$ cat src/rtl/otter_pl_csr_intr.sv
// rtl/otter_pl_csr_intr.sv - Machine-mode CSR file and external interrupt controller for the pipelined OTTER core
//
// Purpose:
//   Holds mstatus (MIE/MPIE), mie (MEIE), mtvec, mepc and mcause, reports
//   mip (MEIP), executes CSR instructions and MRET committed in writeback, and
//   raises the one-cycle INT_TAKEN strobe that steers the decoder to mtvec.
//
// Configuration:
//   OTTER_INTR_SYNC_EN - when defined, INTR passes through a two-flop
//   synchronizer before edge detection (+2 cycles of latency). When undefined,
//   INTR must be synchronous to CLK.
//
// Ports:
//   CLK, RST          pipeline clock, synchronous active-high reset
//   INTR              external interrupt request (level)
//   ID_VALID, ID_PC   decode-stage instruction valid and its PC
//   STALL, FLUSH      decode-stage stall / flush for this cycle
//   CSR_WE, CSR_FUNC3, CSR_ADDR, CSR_WDATA, CSR_SRC_ZERO
//                     committing CSR instruction from writeback
//   MRET_COMMIT       MRET commits in writeback
//   CSR_RD            pre-write value of CSR_ADDR (combinational)
//   INT_TAKEN         interrupt taken this cycle (combinational)
//   MTVEC, MEPC       redirect targets
//   INT_PENDING       latched pending interrupt

module otter_pl_csr_intr #(
  parameter int              XLEN       = 32,
  parameter logic [XLEN-1:0] MCAUSE_EXT = 'h8000_000B
) (
  input  logic            CLK,
  input  logic            RST,
  input  logic            INTR,
  input  logic            ID_VALID,
  input  logic [XLEN-1:0] ID_PC,
  input  logic            STALL,
  input  logic            FLUSH,
  input  logic            CSR_WE,
  input  logic [2:0]      CSR_FUNC3,
  input  logic [11:0]     CSR_ADDR,
  input  logic [XLEN-1:0] CSR_WDATA,
  input  logic            CSR_SRC_ZERO,
  input  logic            MRET_COMMIT,
  output logic [XLEN-1:0] CSR_RD,
  output logic            INT_TAKEN,
  output logic [XLEN-1:0] MTVEC,
  output logic [XLEN-1:0] MEPC,
  output logic            INT_PENDING
);

  localparam logic [11:0] ADDR_MSTATUS = 12'h300;
  localparam logic [11:0] ADDR_MIE     = 12'h304;
  localparam logic [11:0] ADDR_MTVEC   = 12'h305;
  localparam logic [11:0] ADDR_MEPC    = 12'h341;
  localparam logic [11:0] ADDR_MCAUSE  = 12'h342;
  localparam logic [11:0] ADDR_MIP     = 12'h344;

  logic            mie_q, mie_d;
  logic            mpie_q, mpie_d;
  logic            meie_q, meie_d;
  logic            pending_q, pending_d;
  logic            intr_prev_q;
  logic [XLEN-1:0] mtvec_q, mtvec_d;
  logic [XLEN-1:0] mepc_q, mepc_d;
  logic [XLEN-1:0] mcause_q, mcause_d;

  logic            intr_s;
  logic            intr_rise;
  logic [XLEN-1:0] mstatus_val, mie_val, mip_val;
  logic [XLEN-1:0] csr_old, csr_new;
  logic            csr_wr;
  logic            take;

  // The *I forms arrive with zimm already zero-extended, so funct3[2] carries
  // no information here; PC bits [1:0] are dropped because mepc is aligned.
  logic            unused_bits;
  assign unused_bits = CSR_FUNC3[2] ^ ID_PC[1] ^ ID_PC[0];

`ifdef OTTER_INTR_SYNC_EN
  logic sync1_q, sync2_q;

  always_ff @(posedge CLK) begin
    if (RST) begin
      sync1_q <= 1'b0;
      sync2_q <= 1'b0;
    end else begin
      sync1_q <= INTR;
      sync2_q <= sync1_q;
    end
  end

  assign intr_s = sync2_q;
`else
  assign intr_s = INTR;
`endif

  assign intr_rise = intr_s & ~intr_prev_q;

  // Never take during reset: the state update is discarded that cycle, so a
  // redirect to mtvec would have no matching mepc/mcause.
  assign take = pending_q & mie_q & meie_q & ID_VALID & ~STALL & ~FLUSH
              & ~MRET_COMMIT & ~RST;

  always_comb begin
    mstatus_val     = '0;
    mstatus_val[3]  = mie_q;
    mstatus_val[7]  = mpie_q;
    mie_val         = '0;
    mie_val[11]     = meie_q;
    mip_val         = '0;
    mip_val[11]     = pending_q;
  end

  always_comb begin
    csr_old = '0;
    case (CSR_ADDR)
      ADDR_MSTATUS: csr_old = mstatus_val;
      ADDR_MIE:     csr_old = mie_val;
      ADDR_MTVEC:   csr_old = mtvec_q;
      ADDR_MEPC:    csr_old = mepc_q;
      ADDR_MCAUSE:  csr_old = mcause_q;
      ADDR_MIP:     csr_old = mip_val;
      default:      csr_old = '0;
    endcase
  end

  always_comb begin
    csr_new = csr_old;
    case (CSR_FUNC3[1:0])
      2'b01:   csr_new = CSR_WDATA;
      2'b10:   csr_new = csr_old | CSR_WDATA;
      2'b11:   csr_new = csr_old & ~CSR_WDATA;
      default: csr_new = csr_old;
    endcase
  end

  // Set/clear with a zero source is a pure read and must not write.
  assign csr_wr = CSR_WE & (CSR_FUNC3[1:0] != 2'b00) & ~(CSR_FUNC3[1] & CSR_SRC_ZERO);

  // Order encodes priority: CSR write, then MRET, then take.
  always_comb begin
    mie_d    = mie_q;
    mpie_d   = mpie_q;
    meie_d   = meie_q;
    mtvec_d  = mtvec_q;
    mepc_d   = mepc_q;
    mcause_d = mcause_q;

    if (csr_wr) begin
      case (CSR_ADDR)
        ADDR_MSTATUS: begin
          mie_d  = csr_new[3];
          mpie_d = csr_new[7];
        end
        ADDR_MIE:    meie_d   = csr_new[11];
        ADDR_MTVEC:  mtvec_d  = {csr_new[XLEN-1:2], 2'b00};
        ADDR_MEPC:   mepc_d   = {csr_new[XLEN-1:2], 2'b00};
        ADDR_MCAUSE: mcause_d = csr_new;
        default: ;
      endcase
    end

    if (MRET_COMMIT) begin
      mie_d  = mpie_q;
      mpie_d = 1'b1;
    end

    if (take) begin
      mepc_d   = {ID_PC[XLEN-1:2], 2'b00};
      mpie_d   = mie_q;
      mie_d    = 1'b0;
      mcause_d = MCAUSE_EXT;
    end
  end

  // Edges arriving while already pending are absorbed by the OR.
  assign pending_d = take ? 1'b0 : (pending_q | intr_rise);

  always_ff @(posedge CLK) begin
    if (RST) begin
      mie_q       <= 1'b0;
      mpie_q      <= 1'b0;
      meie_q      <= 1'b0;
      pending_q   <= 1'b0;
      intr_prev_q <= 1'b0;
      mtvec_q     <= '0;
      mepc_q      <= '0;
      mcause_q    <= '0;
    end else begin
      mie_q       <= mie_d;
      mpie_q      <= mpie_d;
      meie_q      <= meie_d;
      pending_q   <= pending_d;
      intr_prev_q <= intr_s;
      mtvec_q     <= mtvec_d;
      mepc_q      <= mepc_d;
      mcause_q    <= mcause_d;
    end
  end

  assign CSR_RD      = csr_old;
  assign INT_TAKEN   = take;
  assign MTVEC       = mtvec_q;
  assign MEPC        = mepc_q;
  assign INT_PENDING = pending_q;

endmodule

$ cat config.mk
export PLATFORM = sky130hd
export DESIGN_NAME = otter_pl_csr_intr
export DESIGN_NICKNAME = d
export VERILOG_FILES = /design/src/rtl/otter_pl_csr_intr.sv
export SDC_FILE = /design/constraint.sdc
export NUM_CORES = 1
export LEC_CHECK = 0
export CORE_ASPECT_RATIO = 0.5
export CORE_MARGIN = 2
export CORE_UTILIZATION = 40
export DETAILED_ROUTE_END_ITERATION = 12
export DONT_BUFFER_PORTS = 1
export GPL_TIMING_DRIVEN = 0
export SLEW_MARGIN = 30
export SYNTH_ARGS = -nofsm -noshare
export SYNTH_HDL_FRONTEND = slang
export SYNTH_SLANG_ARGS = --single-unit
$ cat constraint.sdc
create_clock -name CLK -period 2.2 [get_ports CLK]
set_input_delay 0.33 -clock CLK [delete_from_list [all_inputs] [get_ports CLK]]
set_output_delay 0.33 -clock CLK [all_outputs]
set_load 0.005 [all_outputs]
==> metrics.md, run 1 <==
| Metric | Value |
|---|---|
| Initial DRC count | `around 690` |
| Critical-path cell list | `buf_2 -> and4bb_1 -> buf_2 -> clkbuf_4 -> a21oi_1 -> nor2_1` |
| Vias | `roughly 6300` |
| Total Wirelength | `24000 um` |
| Routability Congestion | `~0.90` |
| Antenna diodes | `0` |
| Clock Sinks | `a little under 100` |
| Number of flops mapped to enable cells by yosys | `0` |
| Clk buf depth | `2` |
| Remaining DRCs | `0` |
| Total power | `0.00379 W` |
| Crit Path Max Fanout | `10` |
| Mapped cell area | `roughly 0.0063 mm^2` |
| Async SR Flop Fraction | `0%` |
| GRT Total Usage | `~28%` |
| Post-synthesis mux area share | `less than 1%` |
| Setup crit start | `CSR_ADDR[1]` |
| Register area share after synthesis | `30.9%` |
| Pwr/cell area | `~550 mW/mm^2` |
| Capture point of the worst reg-to-reg path | `MEPC[24]` |
| Largest family of logic cells by synthesized area | `compound AO/OA/AOI/OAI gates` |
| Clock slew at reported path FFs | `approximately 0.070 ns` |
| Hold/Removal Path Class | `input port to flop` |
| Root buffer cell | `clkbuf_16` |
| Fin nets | `roughly 860` |
| Synth Area in Simple Gates | `~24%` |
| Tmin final | `2.11 ns` |
| Multi-input logic area | `approximately 0.0039 mm^2` |
| CP max-delay cell | `and4bb_1` |
| Die width | `about 180 um` |
| Setup Skew | `0.0108 ns` |
| Wirelength per Cell | `approximately 24 um` |
| Setup crit end kind | `primary output` |
| Data arrival, critical path | `between 1.5 and 2 ns` |
| Max cap viols | `0` |
| Final Cycle Share | `between 90% and 100%` |
| Largest net degree at the start of global routing | `17` |
| Drt first pass iters | `5` |
| Area of the core | `0.0154 mm^2` |
| Clock latency on the worst-skew pair | `0.35 ns` |
| Complex-gate fraction of the synthesized area | `34.8%` |
| Placed insts | `969` |
| Worst VDD drop | `~370 uV` |
| CTS Buf Count | `9` |
| Share of cells above drive strength 1 | `15.1%` |
| Crit path kind | `input port to primary output` |
| CP endpoint | `CSR_RD[28]` |
| Layout area overhead | `9.37%` |
| Critical Path Max Stage Delay | `between 0.3 and 0.4 ns` |
| Status | `finished, final reports clean` |
| Synth Flop Type | `dfxtp_1` |
| Critical path data required time | `approximately 1.9 ns` |
| Vias in the first global route | `slightly below 6000` |
| Vias per cell | `roughly 6.4` |
| Fin cells | `985` |
| Synth Area in Adders | `0%` |
| Synth warn | `0` |
| Max H-tree Level | `3` |
| PortBufs | `0` |
| Worst Reg-to-Reg Cells | `7` |
| Fillcell total | `around 1600` |
| GRT overflow | `0` |
| Initial antenna violation count | `0` |
| Slew Limit Headroom | `a little over a third` |
| Most common cell on crit path | `buf_2` |
| Die Y | `just over 90 um` |
| Count of cell types in the netlist | `67` |
| Fmax achieved | `474 MHz` |
| Antenna Nets Post-Route | `0` |
| Register area | `around 0.002 mm^2` |
| Synth Instances | `762` |
| DP Wirelength | `~18000 um` |
| FF-to-FF Start | `INT_PENDING` |
| Synth Register Bits | `97` |
| CTS tree | `built` |
| Post-synthesis xor/xnor area fraction | `2.51%` |
| Setup crit start kind | `input port` |
| Leak Pwr | `2.24 nW` |
| Avg Cell Area, Syn | `8.25 um^2` |
| Pins Over Slew Limit | `0` |
| Row cnt | `32` |
| Initial Util | `between 40 and 50%` |
| Endpoints failing hold | `0` |
| Slew @ Worst Pin | `about 0.97 ns` |
| Final-report setup violation count | `0` |
| Die area | `between 0.015 and 0.02 mm^2` |
| First-pass GRT wire length | `about 36000 um` |
| RSZ-0062 raised after global routing | `false` |
| IO Count | `about 190` |
| Reg2Reg Setup Slack | `0.21 ns` |
-- power by group --
group / switching (W) / internal [W] / leakage (nW) / total (W)
Clock: 0.000743 / 0.000841 / 0.140 / 0.00158
Sequential: 0.00000429 / 0.00176 / 0.782 / 0.00176
Combinational: 0.000292 / 0.000148 / 1.32 / 0.000440
-- sequential cells by signal, summed over array words and instances, names as in the netlist --
name and flops:
mcause_q 32, MEPC 30, MTVEC 30, INT_PENDING 1, intr_prev_q 1, meie_q 1, mie_q 1, mpie_q 1
-- synthesized netlist by cell type, types with 6 or more instances --
master	n	area (um^2)
a22oi_1	29	218
o21a_1	16	120
nand3b_1	54	405
xor2_1	18	158
inv_1	17	63.8
buf_6	8	90.1
o31ai_1	13	97.6
a21o_1	11	82.6
nor3_1	23	115
nand2_1	22	82.6
buf_4	9	67.6
buf_2	21	105
a211oi_2	29	363
clkbuf_1	33	124
and2_1	55	344
o21ai_0	50	250
o21bai_1	10	75.1
a221oi_1	14	123
and3b_1	6	52.6
o22ai_1	18	113
o221a_2	11	124
a21oi_1	59	295
nor2_1	56	210
o2bb2ai_1	14	123
dfxtp_1	97	1940
-- logic make-up after synthesis --
kind of cell / after synthesis
AO/OA/AOI/OAI: 297
XOR/XNOR: 18
buffers and inverters: 94
flip-flops: 97
multiplexers: 1
other: 1
AND/OR/NAND/NOR: 254
-- how the worst min path moves through the flow --
stage,cells past startpoint,to,startpoint,slack (ns)
after global routing,1,MEPC[30],ID_PC[30],0.11
final,1,MEPC[30],ID_PC[30],0.10
after floorplan,1,mcause_q[14],mcause_q[14],0.43
after CTS,1,intr_prev_q,INTR,0.1
after detailed placement,1,mcause_q[24],mcause_q[24],0.45
after global placement,1,mcause_q[4],mcause_q[4],0.44
-- worst max-delay path, delay by kind of cell --
family / cells / cell delay, ns
and+or+nand+nor: 2 / 0.55
AOI/OAI and AO/OA: 1 / 0.09
buffers and inverters: 3 / 0.81
-- layer usage --
metal  wire [um]  global-route usage (%)
met1       10400                    38.4
met2       10300                    43.0
met3        2820                    8.61
met4         484                    8.74
met5           0                       0
-- what timing repair did --
action / 4_1_cts / 5_1_grt
hold buffers: 0 / 0
gates resized for setup: 2 / 19
setup buffers: 0 / 0
endpoints found under the setup margin: 12 / 44
-- placed cells by master (no fill, tap or decap), types with 4 or more instances in the layout --
cell type	Yosys	final
conb_1	1	4
o21bai_1	10	10
clkbuf_2	1	8
buf_6	8	9
a221oi_1	14	14
xor2_1	18	18
o22ai_1	18	18
nand4_1	4	4
nand3_1	5	5
nand3b_1	54	54
o31ai_1	13	13
buf_2	21	20
a21oi_1	59	59
o221a_2	11	11
nor2_1	56	56
buf_4	9	9
nor3_1	23	23
and3b_1	6	6
a21o_1	11	11
o21ai_0	50	50
a22oi_1	29	29
nand2_1	22	22
o2bb2ai_1	14	14
inv_1	17	17
o21a_1	16	16
nor2b_1	5	5
clkbuf_16	0	9
a211oi_2	29	29
dfxtp_1	97	97
and2_1	55	55
clkbuf_1	33	29
-- through the flow --
step | hold WS [ns] | setup TNS [ns] | instance area (um^2) | setup WS (ns) | utilization [%]
2_1_floorplan | 0.433 | 0 | 6300 | 0.338 | -
3_3_place_gp | 0.444 | -9.41 | 6560 | -0.211 | 42.6
3_5_place_dp | 0.447 | -11.38 | 6560 | -0.286 | 42.6
4_1_cts | 0.0993 | 0 | 6850 | 0.00146 | 44.5
5_1_grt | 0.112 | 0 | 6880 | 0.00807 | 44.7
6_report | 0.102 | 0 | 6880 | 0.0904 | 44.7
-- cell type report --
cell class              instances  area share, %
plain buffers                  77           6.29
clock buffers                  12           3.73
clock inverters                 4          0.491
inverters                      17          0.928
multi-input cells             574           56.6
flip-flops and latches         97           28.2
well taps                     204           3.71
No activity file was read; power rests on OpenSTA's default activity.
==> inputs of run 2 (changes only) <==
==> constraint.sdc (replaced) <==
create_clock -name CLK -period 2.6 [get_ports CLK]
set_input_delay 0.39 -clock CLK [delete_from_list [all_inputs] [get_ports CLK]]
set_output_delay 0.39 -clock CLK [all_outputs]
set_load 0.005 [all_outputs]
==> metrics.md, run 2 (synthesis results as in run 1) <==
| Metric | Value |
|---|---|
| Data arrival, critical path | `2.05 ns (+0.27 ns)` |
| Critical path data required time | `2.21 ns (+0.34 ns)` |
| Setup Skew | `0.0102 ns (-0.000535 ns)` |
| Antenna Nets Post-Route | `0 (unchanged)` |
| CTS Hold Bufs | `0 (unchanged)` |
| Clock latency on the worst-skew pair | `0.35 ns (about the same)` |
| Vias per cell | `6.39 (+0.24%)` |
| Drt first pass iters | `5 (unchanged)` |
| Routability Congestion | `0.902 (unchanged)` |
| Leak Pwr | `2.21 nW (-1.3%)` |
| Final Cycle Share | `a little over nine tenths` |
| Antenna diodes | `0 (unchanged)` |
| Clock Sinks | `97 (unchanged)` |
| Row cnt | `32 (unchanged)` |
| Area of the core | `0.0154 mm^2 (unchanged)` |
| Setup Buffers After CTS | `0 (unchanged)` |
| Max cap viols | `0 (unchanged)` |
| Clock slew at reported path FFs | `0.07 ns (about the same)` |
| Endpoints failing hold | `0 (unchanged)` |
| Slew @ Worst Pin | `0.976 ns (+0.00793 ns)` |
| CTS Buf Count | `9 (unchanged)` |
| Root buffer cell | `clkbuf_16` |
| Pins Over Slew Limit | `0 (unchanged)` |
| Hold path startpoint | `ID_PC[30]` |
| Crit path kind | `input port to primary output` |
| Clk buf depth | `2 (unchanged)` |
| Layout area overhead | `8.87%` |
| Slew Limit Headroom | `34.9% (-0.53 points)` |
| Max H-tree Level | `3 (unchanged)` |
| Critical-path cell list | `buf_2 -> nor2b_2 -> nand3_2 -> buf_1 -> nor2_1 -> and2_1` |
| Setup WS pre-CTS | `0.0540 ns (+0.340 ns)` |
| CTS tree | `built` |
| Total Wirelength | `24100 um (+0.24%)` |
| Total negative slack | `0 ns (unchanged)` |
| Setup crit end kind | `primary output` |
| GRT overflow | `0 (unchanged)` |
| Share of cells above drive strength 1 | `14.1% (-1.0 points)` |
| Initial Util | `40.9% (unchanged)` |
| Final-report setup violation count | `0 (unchanged)` |
| FF-to-FF Start | `INT_PENDING` |
| IO Count | `186 (unchanged)` |
| Final setup margin | `0.159 ns (+0.0683 ns)` |
| Critical Path Max Stage Delay | `0.37 ns (about the same)` |
| Setup crit start kind | `input port` |
| DR top layer | `met4` |
| Wirelength per Cell | `24.4 um (+0.24%)` |
| Reg with most FFs | `mcause_q` |
| First-pass GRT wire length | `35900 um (unchanged)` |
| Worst VDD drop | `308 uV (-16%)` |
| Max reg flops | `32 (unchanged)` |
| PostCTS Resize Cnt | `0 (-2)` |
| Metal-1 WL | `10300 um (about the same)` |
| RSZ-0062 raised after global routing | `false` |
| Fillcell total | `1561 (+0.45%)` |
| Die area | `0.0168 mm^2 (unchanged)` |
| Fin nets | `864 (unchanged)` |
| Vias in the first global route | `5899 (unchanged)` |
| Setup crit start | `CSR_ADDR[6]` |
| Most common cell after layout, fill and taps aside | `dfxtp_1` |
| CP max-delay cell | `nor2b_2` |
| Vias | `6294 (+0.24%)` |
| Met3 WL | `2830 um (+0.28%)` |
| Pwr/cell area | `466 mW/mm^2 (-15%)` |
| Tmin final | `~2.4 ns` |
| Met2 WL | `10400 um (+1.0%)` |
| Reg2Reg Setup Slack | `0.46 ns (+0.25 ns)` |
| Fmax achieved | `~410 MHz` |
| Largest net degree at the start of global routing | `17 (unchanged)` |
| Die width | `181 um (unchanged)` |
| Crit Path Max Fanout | `10 (unchanged)` |
| Remaining DRCs | `0 (unchanged)` |
| GRT Total Usage | `28.3% (unchanged)` |
| PortBufs | `0 (unchanged)` |
| Hold/Removal Path Class | `input port to flop` |
| Status | `finished, final reports clean` |
| Initial DRC count | `728 (+6.3%)` |
| Die Y | `92.7 um (unchanged)` |
| Initial antenna violation count | `0 (unchanged)` |
| DP Wirelength | `17600 um (unchanged)` |
| Commonest cells after routing, fill and taps aside | `dfxtp_1 (97), a21oi_1 (59), nor2_1 (56)` |
==> run 2: cell types whose count changed in the layout (fill, tap and decap cells not counted), sizes merged <==
cell,before,now
buf,39,42
clkbuf,50,47
==> run 2: power by group <==
group	internal [W]	leakage, nW	switching, W
sequential	0.00149	0.782	0.00000369
combinational	0.000122	1.29	0.000247
clock	0.000712	0.140	0.000618
total	0.00232	2.21	0.000869
==> run 2: area by class of cell <==
class,instances,area (um^2),share of cell area [%]
well taps,204,255,3.73
multi-input cells,574,3880,56.7
plain buffers,77,412,6.01
flip-flops and latches,97,1940,28.4
clock inverters,4,33.8,0.493
inverters,17,63.8,0.932
clock buffers,12,256,3.75
==> run 2: per-layer routing <==
layer / vias to the layer above / global-route usage, %
li1: 2858 / -
met1: 3063 / 38.4
met2: 342 / 43.0
met3: 31 / 8.61
met4: 0 / 8.74
met5: - / 0
==> run 2: metrics by stage <==
step           hold slack, ns  instance area [um^2]  total power, W  utilization [%]  std cells
2_1_floorplan           0.433                  6300         0.00178                -        765
3_3_place_gp            0.444                  6560         0.00188             42.6        969
3_5_place_dp            0.447                  6560         0.00188             42.6        969
4_1_cts                 0.159                  6850         0.00319             44.5        985
5_1_grt                 0.172                  6850         0.00329             44.5        985
6_report                0.163                  6850         0.00319             44.5        985
==> run 2: worst paths after layout <==
kind | depth (start not counted) | end
worst max-delay path | 6 | CSR_RD[0]
worst min-delay path | 1 | MEPC[30]
worst max register to register | 7 | MEPC[24]
worst min register to register | 1 | mcause_q[29]
==> run 2: critical path, delay by kind of cell <==
family | cells | cell delay [ns]
and+or+nand+nor | 4 | 1.09
buffers and inverters | 2 | 0.55
==> inputs of run 3 (changes only) <==
--- a/config.mk
+++ b/config.mk
@@ -11,6 +11,7 @@
 export DETAILED_ROUTE_END_ITERATION = 12
 export DONT_BUFFER_PORTS = 1
 export GPL_TIMING_DRIVEN = 0
+export PLACE_DENSITY = 0.54
 export SLEW_MARGIN = 30
 export SYNTH_ARGS = -nofsm -noshare
 export SYNTH_HDL_FRONTEND = slang
==> metrics.md, run 3 (synthesis results as in run 1) <==
| Metric | Value |
|---|---|
| Vias | `6252 (-0.67%)` |
| Vias per cell | `6.35 (-0.67%)` |
| Initial DRC count | `590 (-19%)` |
| RSZ-0062 raised after global routing | `false` |
| Max cap viols | `0 (unchanged)` |
| Root buffer cell | `clkbuf_16` |
| Design area | `0.00686 mm^2 (+0.20%)` |
| Largest net degree at the start of global routing | `18 (+1)` |
| FF-to-FF Start | `INT_PENDING` |
| Endpoints failing hold | `0 (unchanged)` |
| Wirelength per Cell | `25.1 um (+2.7%)` |
| GRT Total Usage | `29.2% (+0.91 points)` |
| Setup Buffers After CTS | `0 (unchanged)` |
| PortBufs | `0 (unchanged)` |
| Worst Reg-to-Reg Cells | `7 (unchanged)` |
| CTS Buf Count | `9 (unchanged)` |
| Clock latency on the worst-skew pair | `0.37 ns (+0.02 ns)` |
| Crit Path Max Fanout | `10 (unchanged)` |
| Setup crit start kind | `input port` |
| Vias in the first global route | `5977 (+1.3%)` |
| Clk buf depth | `2 (unchanged)` |
| Initial antenna violation count | `0 (unchanged)` |
| Final Cycle Share | `93.7% (-0.21 points)` |
| Initial Util | `40.9% (unchanged)` |
| Area of the core | `0.0154 mm^2 (unchanged)` |
| Die area | `0.0168 mm^2 (unchanged)` |
| Reg with most FFs | `mcause_q` |
| Setup crit end kind | `primary output` |
| Placed insts | `969 (unchanged)` |
| Antenna Nets Post-Route | `0 (unchanged)` |
| Commonest cells after routing, fill and taps aside | `dfxtp_1 (97), a21oi_1 (59), nor2_1 (56)` |
| Hold Path End | `MEPC[30]` |
| Die width | `181 um (unchanged)` |
| Antenna diodes | `0 (unchanged)` |
| Setup Skew | `0.0169 ns (+0.00664 ns)` |
| Layout area overhead | `9.09%` |
| Most common cell after layout, fill and taps aside | `dfxtp_1` |
| Routability Congestion | `0.907 (+0.64%)` |
| Max reg flops | `32 (unchanged)` |
| Slew Limit Headroom | `31.2% (-3.7 points)` |
| Placement Cell Area | `0.00656 mm^2 (unchanged)` |
| Hold/Removal Path Class | `input port to flop` |
| GRT overflow | `0 (unchanged)` |
| Total power | `0.00329 W (+3.1%)` |
| Tmin final | `2.44 ns (-0.00544 ns)` |
| Fin cells | `985 (unchanged)` |
| Share of cells above drive strength 1 | `14.3% (+0.26 points)` |
| Worst VDD drop | `339 uV (+10%)` |
| Pwr/cell area | `480 mW/mm^2 (+2.9%)` |
| DP Wirelength | `18100 um (+2.6%)` |
| First-pass GRT wire length | `36600 um (+2.0%)` |
| Slew @ Worst Pin | `1.03 ns (+0.0562 ns)` |
| IO Count | `186 (unchanged)` |
| Total negative slack | `0 ns (unchanged)` |
| Fmax achieved | `411 MHz (+0.22%)` |
| Fin nets | `864 (unchanged)` |
| Data arrival, critical path | `2.05 ns (about the same)` |
| Final-report setup violation count | `0 (unchanged)` |
| CTS tree | `built` |
| PostCTS Resize Cnt | `0 (unchanged)` |
| Status | `finished, final reports clean` |
| Die Y | `92.7 um (unchanged)` |
| Drt first pass iters | `5 (unchanged)` |
| Pins Over Slew Limit | `0 (unchanged)` |
| Clock Sinks | `97 (unchanged)` |
| Capture point of the worst reg-to-reg path | `MEPC[14]` |
| Total Wirelength | `24700 um (+2.7%)` |
| Critical path data required time | `2.21 ns (about the same)` |
| CTS Hold Bufs | `0 (unchanged)` |
| Remaining DRCs | `0 (unchanged)` |
| WHS | `0.144 ns (-0.0197 ns)` |
| Reg2Reg Setup Slack | `0.58 ns (+0.12 ns)` |
| Crit path kind | `input port to primary output` |
| Hold path startpoint | `ID_PC[30]` |
| Clock slew at reported path FFs | `0.08 ns (about the same)` |
| WHS Path Cells | `1 (unchanged)` |
| Max H-tree Level | `3 (unchanged)` |
| Leak Pwr | `2.21 nW (+0.12%)` |
| Row cnt | `32 (unchanged)` |
==> run 3: worst max-delay path by stage <==
stage | startpoint | end | slack, ns
6_report | CSR_ADDR[6] | CSR_RD[0] | 0.16
5_1_grt | CSR_ADDR[6] | CSR_RD[0] | 0.09
4_1_cts | CSR_ADDR[1] | CSR_RD[23] | 0.08
3_5_place_dp | CSR_ADDR[6] | MTVEC[18] | 0.07
3_3_place_gp | CSR_ADDR[6] | MTVEC[18] | 0.06
2_1_floorplan | CSR_FUNC3[0] | MTVEC[10] | 0.68
==> run 3: layout make-up <==
cell class	count	area, um^2
Tap cell	204	255
Clock inverter	7	77.6
Multi-Input combinational cell	574	3880
Sequential cell	97	1940
Inverter	17	63.8
Fill cell	1566	8510
Buffer	77	413
Clock buffer	9	225
==> run 3: through the flow <==
stage / utilization, % / setup WS [ns]
2_1_floorplan: - / 0.678
3_3_place_gp: 42.6 / 0.0647
3_5_place_dp: 42.6 / 0.0671
4_1_cts: 44.6 / 0.0823
5_1_grt: 44.6 / 0.0927
6_report: 44.6 / 0.164
==> run 3: routing by layer <==
metal / share of wire [%] / vias up / track usage (%) / wire, um
li1: - / 2855 / - / -
met1: 45 / 3038 / 39.1 / 11100
met2: 43 / 334 / 45.2 / 10600
met3: 11 / 25 / 10.3 / 2770
met4: 1.1 / 0 / 6.23 / 274
met5: 0 / - / 0 / 0
==> run 3: critical path, cell delays in order <==
cell and delay (ns):
buf_2 0.19, nor2b_2 0.39, nand3_2 0.23, clkbuf_2 0.33, nor2_1 0.31, and2_1 0.20
==> run 3: power breakdown <==
group	internal, W	total [W]	switching (W)
Combinational	0.000122	0.000375	0.000252
Sequential	0.00149	0.00149	0.00000337
Clock	0.000756	0.00142	0.000668
